--- config.mk ---
export PLATFORM = sky130hd
export DESIGN_NAME = piso_shifter
export DESIGN_NICKNAME = d
export VERILOG_FILES = /design/src/rtl/piso_shifter.sv
export SDC_FILE = /design/constraint.sdc
export NUM_CORES = 1
export LEC_CHECK = 0
export CAP_MARGIN = 10
export CELL_PAD_IN_SITES_DETAIL_PLACEMENT = 0
export CELL_PAD_IN_SITES_GLOBAL_PLACEMENT = 2
export CORE_UTILIZATION = 29
export DETAILED_ROUTE_END_ITERATION = 6
export PLACE_DENSITY_LB_ADDON = 0.15
export SLEW_MARGIN = 20
export SYNTH_ARGS = -nofsm -noshare
export SYNTH_HDL_FRONTEND = slang
export SYNTH_SLANG_ARGS = --single-unit
--- constraint.sdc ---
create_clock -name i_clk -period 2 [get_ports i_clk]
set_input_delay 0.2 -clock i_clk [delete_from_list [all_inputs] [get_ports i_clk]]
set_output_delay 0.2 -clock i_clk [all_outputs]
set_load 0.01 [all_outputs]
--- src/rtl/piso_shifter.sv ---
// Parallel-in / serial-out shifter: captures an n-bit word on i_load and emits it
// one bit per cycle in the chosen order, flagging busy and the final bit.
module piso_shifter #(
  parameter int n         = 4,
  parameter bit MSB_FIRST = 1'b1
) (
  input  logic         i_clk,
  input  logic         i_rst,
  input  logic         i_load,
  input  logic [n-1:0] i_parallel_in,
  output logic         o_serial_out,
  output logic         o_busy,
  output logic         o_last
);

  localparam int CW = $clog2(n + 1);

  logic [n-1:0]  sr_q, sr_d;
  logic [CW-1:0] cnt_q, cnt_d;

  // Load wins over shift; zero-fill leaves the register clear once the word drains.
  always_comb begin
    sr_d  = sr_q;
    cnt_d = cnt_q;
    if (i_load) begin
      sr_d  = i_parallel_in;
      cnt_d = CW'(n);
    end else if (cnt_q != '0) begin
      sr_d  = MSB_FIRST ? {sr_q[n-2:0], 1'b0} : {1'b0, sr_q[n-1:1]};
      cnt_d = cnt_q - CW'(1);
    end
  end

  always_ff @(posedge i_clk or posedge i_rst) begin
    if (i_rst) begin
      sr_q  <= '0;
      cnt_q <= '0;
    end else begin
      sr_q  <= sr_d;
      cnt_q <= cnt_d;
    end
  end

  assign o_serial_out = MSB_FIRST ? sr_q[n-1] : sr_q[0];
  assign o_busy       = (cnt_q != '0);
  assign o_last       = (cnt_q == CW'(1));

endmodule

## Yosys cells after proc, flatten, opt, wreduce, memory -nomap -nowiden

Index checks and enable logic that the tools add are counted.

| storage, ports and cells | value |
|---|---|
| flip-flop bits (word level) | 7 |
| bits of input ports | 7 |
| output and inout port bits | 3 |

| operators by class | value |
|---|---|
| add/sub/neg operators | 1 |
| equality and inequality tests | 1 |
| multiplexer cells | 4 |
| reduce and logical (&&, ||, !) cells | 2 |

Operators by type and width:

| cell | count |
|---|---|
| two-way mux 4 bit | 2 |
| two-way mux 3 bit | 2 |
| equality test 3 x 1 -> 1 bit, second input constant | 1 |
| nonzero test 3 bit | 1 |
| subtractor 3 x 1 -> 3 bit, second input constant | 1 |
| nonzero test 2 bit | 1 |

## Depth between registers and ports, before layout

| depth | value |
|---|---|
| depth after elaboration | 3 |
| gate-level depth with buffers | 6 |
| gate-level depth less buffers | 5 |

## Worst setup path before layout

Ideal clock, no wire load.

| path | value |
|---|---|
| path kind | register to register |
| start point | reg cnt_q[0] |
| end point | reg sr_q[1] |
| setup time | 0.124 ns |
| data arrival time | 1.077 ns |
| required time | 1.876 ns |
| setup slack | 0.799 ns |
| cell stages (with the launch flop) | 7 |
| cell sequence | dfrtp_1 inv_1 ha_1 nand2b_4 buf_12 mux2i_1 o21ai_1 |

| between the ends | value |
|---|---|
| cells in the longest elaborated chain, start to end | 2 |

Ends and longest elaborated chain:

| what | line | text |
|---|---|---|
| from (decl) | 19 | `logic [CW-1:0] cnt_q, cnt_d;` |
| from (signal assigned) | 40 | `cnt_q <= cnt_d;` |
| nonzero test 3 bit | -- |  |
| named net o_busy | 12 | `output logic o_busy,` |
| nonzero test 2 bit (no source line) | -- |  |
| to (signal assigned) | 39 | `sr_q <= sr_d;` |
| to (decl) | 18 | `logic [n-1:0] sr_q, sr_d;` |

The timed path passes the listed nets, and every way through them passes these cells.
A chain may end at the register's enable or synchronous reset.

## Worst setup path after layout

| path | value |
|---|---|
| start point | reg cnt_q[0] |
| end point | out o_busy |

| between the ends | value |
|---|---|
| cells in the longest elaborated chain, start to end | 1 |

Ends and longest elaborated chain:

| what | line | text |
|---|---|---|
| nonzero test 3 bit | 45 | `assign o_busy = (cnt_q != '0);` |
| to (decl) | 12 |  |

Every way passes these cells.

==> flow_summary.yaml <==
clock_tree:
  cts_hold_buf: 0
  post_cts_buffers: 0
  path_clk_slew_ns: 0.05
  htree_levels: 1
  clk_latency_ns: 0.24
  root_buffer: "clkbuf_4"
  cts.path.max_buffers: 2
  cts.sinks: 7
  cts_buffers: 3
  cts_tree: "built"
  cts.repair.resized: 0
hold_path:
  hp-class: "in -> async"
routing:
  vias: 272
  drt-initial-drc-count: 3
  first_pass_iters: 2
  totalWireLength_um: 648
  routed_via_density: 4.46
  wl_per_cell_um: 10.6
  drc_errors: 0
  ant_nets: 0
synth:
  ys_seq_area_share_pct: 45.3
  synth_top_family_by_area: "simple AND/OR/NAND/NOR gates"
  synth-compound-area-share_pct: 11.7
  yosys.area_share.simple_pct: 12.9
  synth.ff_latch_count: 7
  async_reset_ff_share_pct: 100
  syn_area_sq_um: 387
  synthAdderAreaFrac_pct: 9.71
  syn_nets: 46
  ys_types: 17
  synth_edf_count: 0
  synth_xor_area_share_pct: 2.27
  synthCells: 36
  avgSynthCellArea_sq_um: 10.7
  synthMuxAreaShare_pct: 7.77
  synth-main-ff-cell: "dfrtp_1"
  ys_warn_count: 0
floorplanning:
  die_y_um: 38.5
  dieWidth_um: 38.5
  dieArea_sq_mm: 0.00148
  rows: 12
  coreArea_sq_mm: 0.00117
  start_util_pct: 33.0
  ioPinCount: 10
pwr:
  p_leak_nw: 0.245
  peakVddDrop_mv: 0.628
  p_total_mw: 0.569
  powerDensity_mw_per_mm2: 1150
layout:
  area_growth_pct: 28.2
  antenna_cells: 0
  layout_commonest_cell: "clkdlybuf4s50_1"
  mostFrequentLayoutCells: "clkdlybuf4s50_1 (9), dfrtp_1 (7), inv_1 (4), nand2_1 (4)"
  instances_no_fill: 61
  fin_util_pct: 42.3
  drive_gt1_share_pct: 10.6
  num-nets-final: 58
grt:
  grt_max_degree: 12
  grt_usage_pct: 12.4
  grt_pass1_wl_um: 1150
  antenna_found_initial: 0
  overflow: 0
  grt_pass1_vias: 287
setup_path:
  worstSetupStartpointType: "flop"
  r2r_cells: 5
  endpoint_kind: "output pin"
  reg2reg_slack_ns: 0.76
  cp_cell_sequence: "inv_1 -> ha_1 -> nand2b_4 -> clkdlybuf4s50_1"
  crit_path_max_incr_delay_ns: 0.55
  crit_path_max_fanout: 8
  worstSetupPathType: "reg -> out"
  cp.required_ns: 1.80
  r2r-end: "sr_q[2]"
  r2r-start: "cnt_q[0]"
  cp_slowest_cell: "clkdlybuf4s50_1"
  arrival_ns: 1.62
sta:
  period_minus_slack_ns: 1.82
  slew-limit-headroom_pct: 74.4
  tightest_slew_ns: 0.383
  slew_viol_final: 0
  tns_ns: 0
  finalClockSkew_ns: 0.00342
  hold_viol: 0
  fmax_ghz: 0.549
  finalCritPeriodShare_pct: 91.1
  layout_setup_ws_ns: 0.178
  setup_viol: 0
  rsz0062_at_grt: "false"
place:
  pre_cts_ws_ns: 0.428
  dpl.hpwl_um: 534
  placed_cells: 57
  portBuffers: 9
  place.gp.congestion: 0.645
flow_run:
  cap_viol_max_count: 0
outcome:
  status: "finished, final reports clean"
[synth_stat cells (2+ instances only)]
cell type,n,area share (%)
dfrtp_1,7,45
ha_1,3,9.7
inv_1,4,3.9
mux2i_1,3,7.8
nand2_1,4,3.9
nor2_1,2,1.9
o21ai_1,3,3.9
[layout make-up]
type                    count  area (sq um)
repair buffers              9          90.1
well taps                  14          17.5
multi-input cells          23           171
inverters                   4          15.0
flip-flops and latches      7           175
fillers                   118           676
clock buffers               4          26.3
[routing by layer]
layer,vias up,share of wire (%),GRT usage [%]
li1,137,-,-
met1,128,43,12.4
met2,7,52,20.8
met3,0,4.9,6.98
met4,0,0,5.17
met5,-,0,0
[how the worst max path moves through the flow]
stage / from / to / slack, ns / cells past startpoint
2_1_floorplan: cnt_q[0] / sr_q[1] / 0.80 / 6
3_3_place_gp: cnt_q[0] / o_busy / 0.45 / 4
3_5_place_dp: cnt_q[0] / o_busy / 0.43 / 4
4_1_cts: cnt_q[0] / o_busy / 0.16 / 4
5_1_grt: cnt_q[0] / o_busy / 0.08 / 4
6_report: cnt_q[0] / o_busy / 0.18 / 4
[worst max-delay path, delay by kind of cell (launching register included)]
| family | cells | cell delay (ns) |
|---|---|---|
| flops | 1 | 0.37 |
| fa+ha+maj | 1 | 0.24 |
| simple gates | 1 | 0.14 |
| buf+inv | 2 | 0.63 |
[power breakdown]
group | switching, mW | internal, mW | leakage [nW]
registers | 0.0279 | 0.181 | 0.0855
logic | 0.114 | 0.123 | 0.144
clock network | 0.0473 | 0.0758 | 0.0150
total | 0.189 | 0.379 | 0.245
[logic make-up (layout without fill, tap and decap cells)]
| group | Yosys count | in the layout |
|---|---|---|
| buf+inv | 6 | 17 |
| simple gates | 9 | 9 |
| mux | 3 | 3 |
| flops | 7 | 7 |
| compound gates | 7 | 7 |
| fa+ha+maj | 3 | 3 |
| xor+xnor | 1 | 1 |
[flip-flops by register name (all words and copies together) (netlist names)]
signal,cells
sr_q,4
cnt_q,3
[through the flow]
step	hold WS, ns	area (sq um)
final	0.179	495
after global routing	0.216	495
after CTS	0.186	495
after detailed placement	0.452	469
after global placement	0.444	469
after floorplan	0.00340	387
No activity file was read; power rests on OpenSTA's default activity.
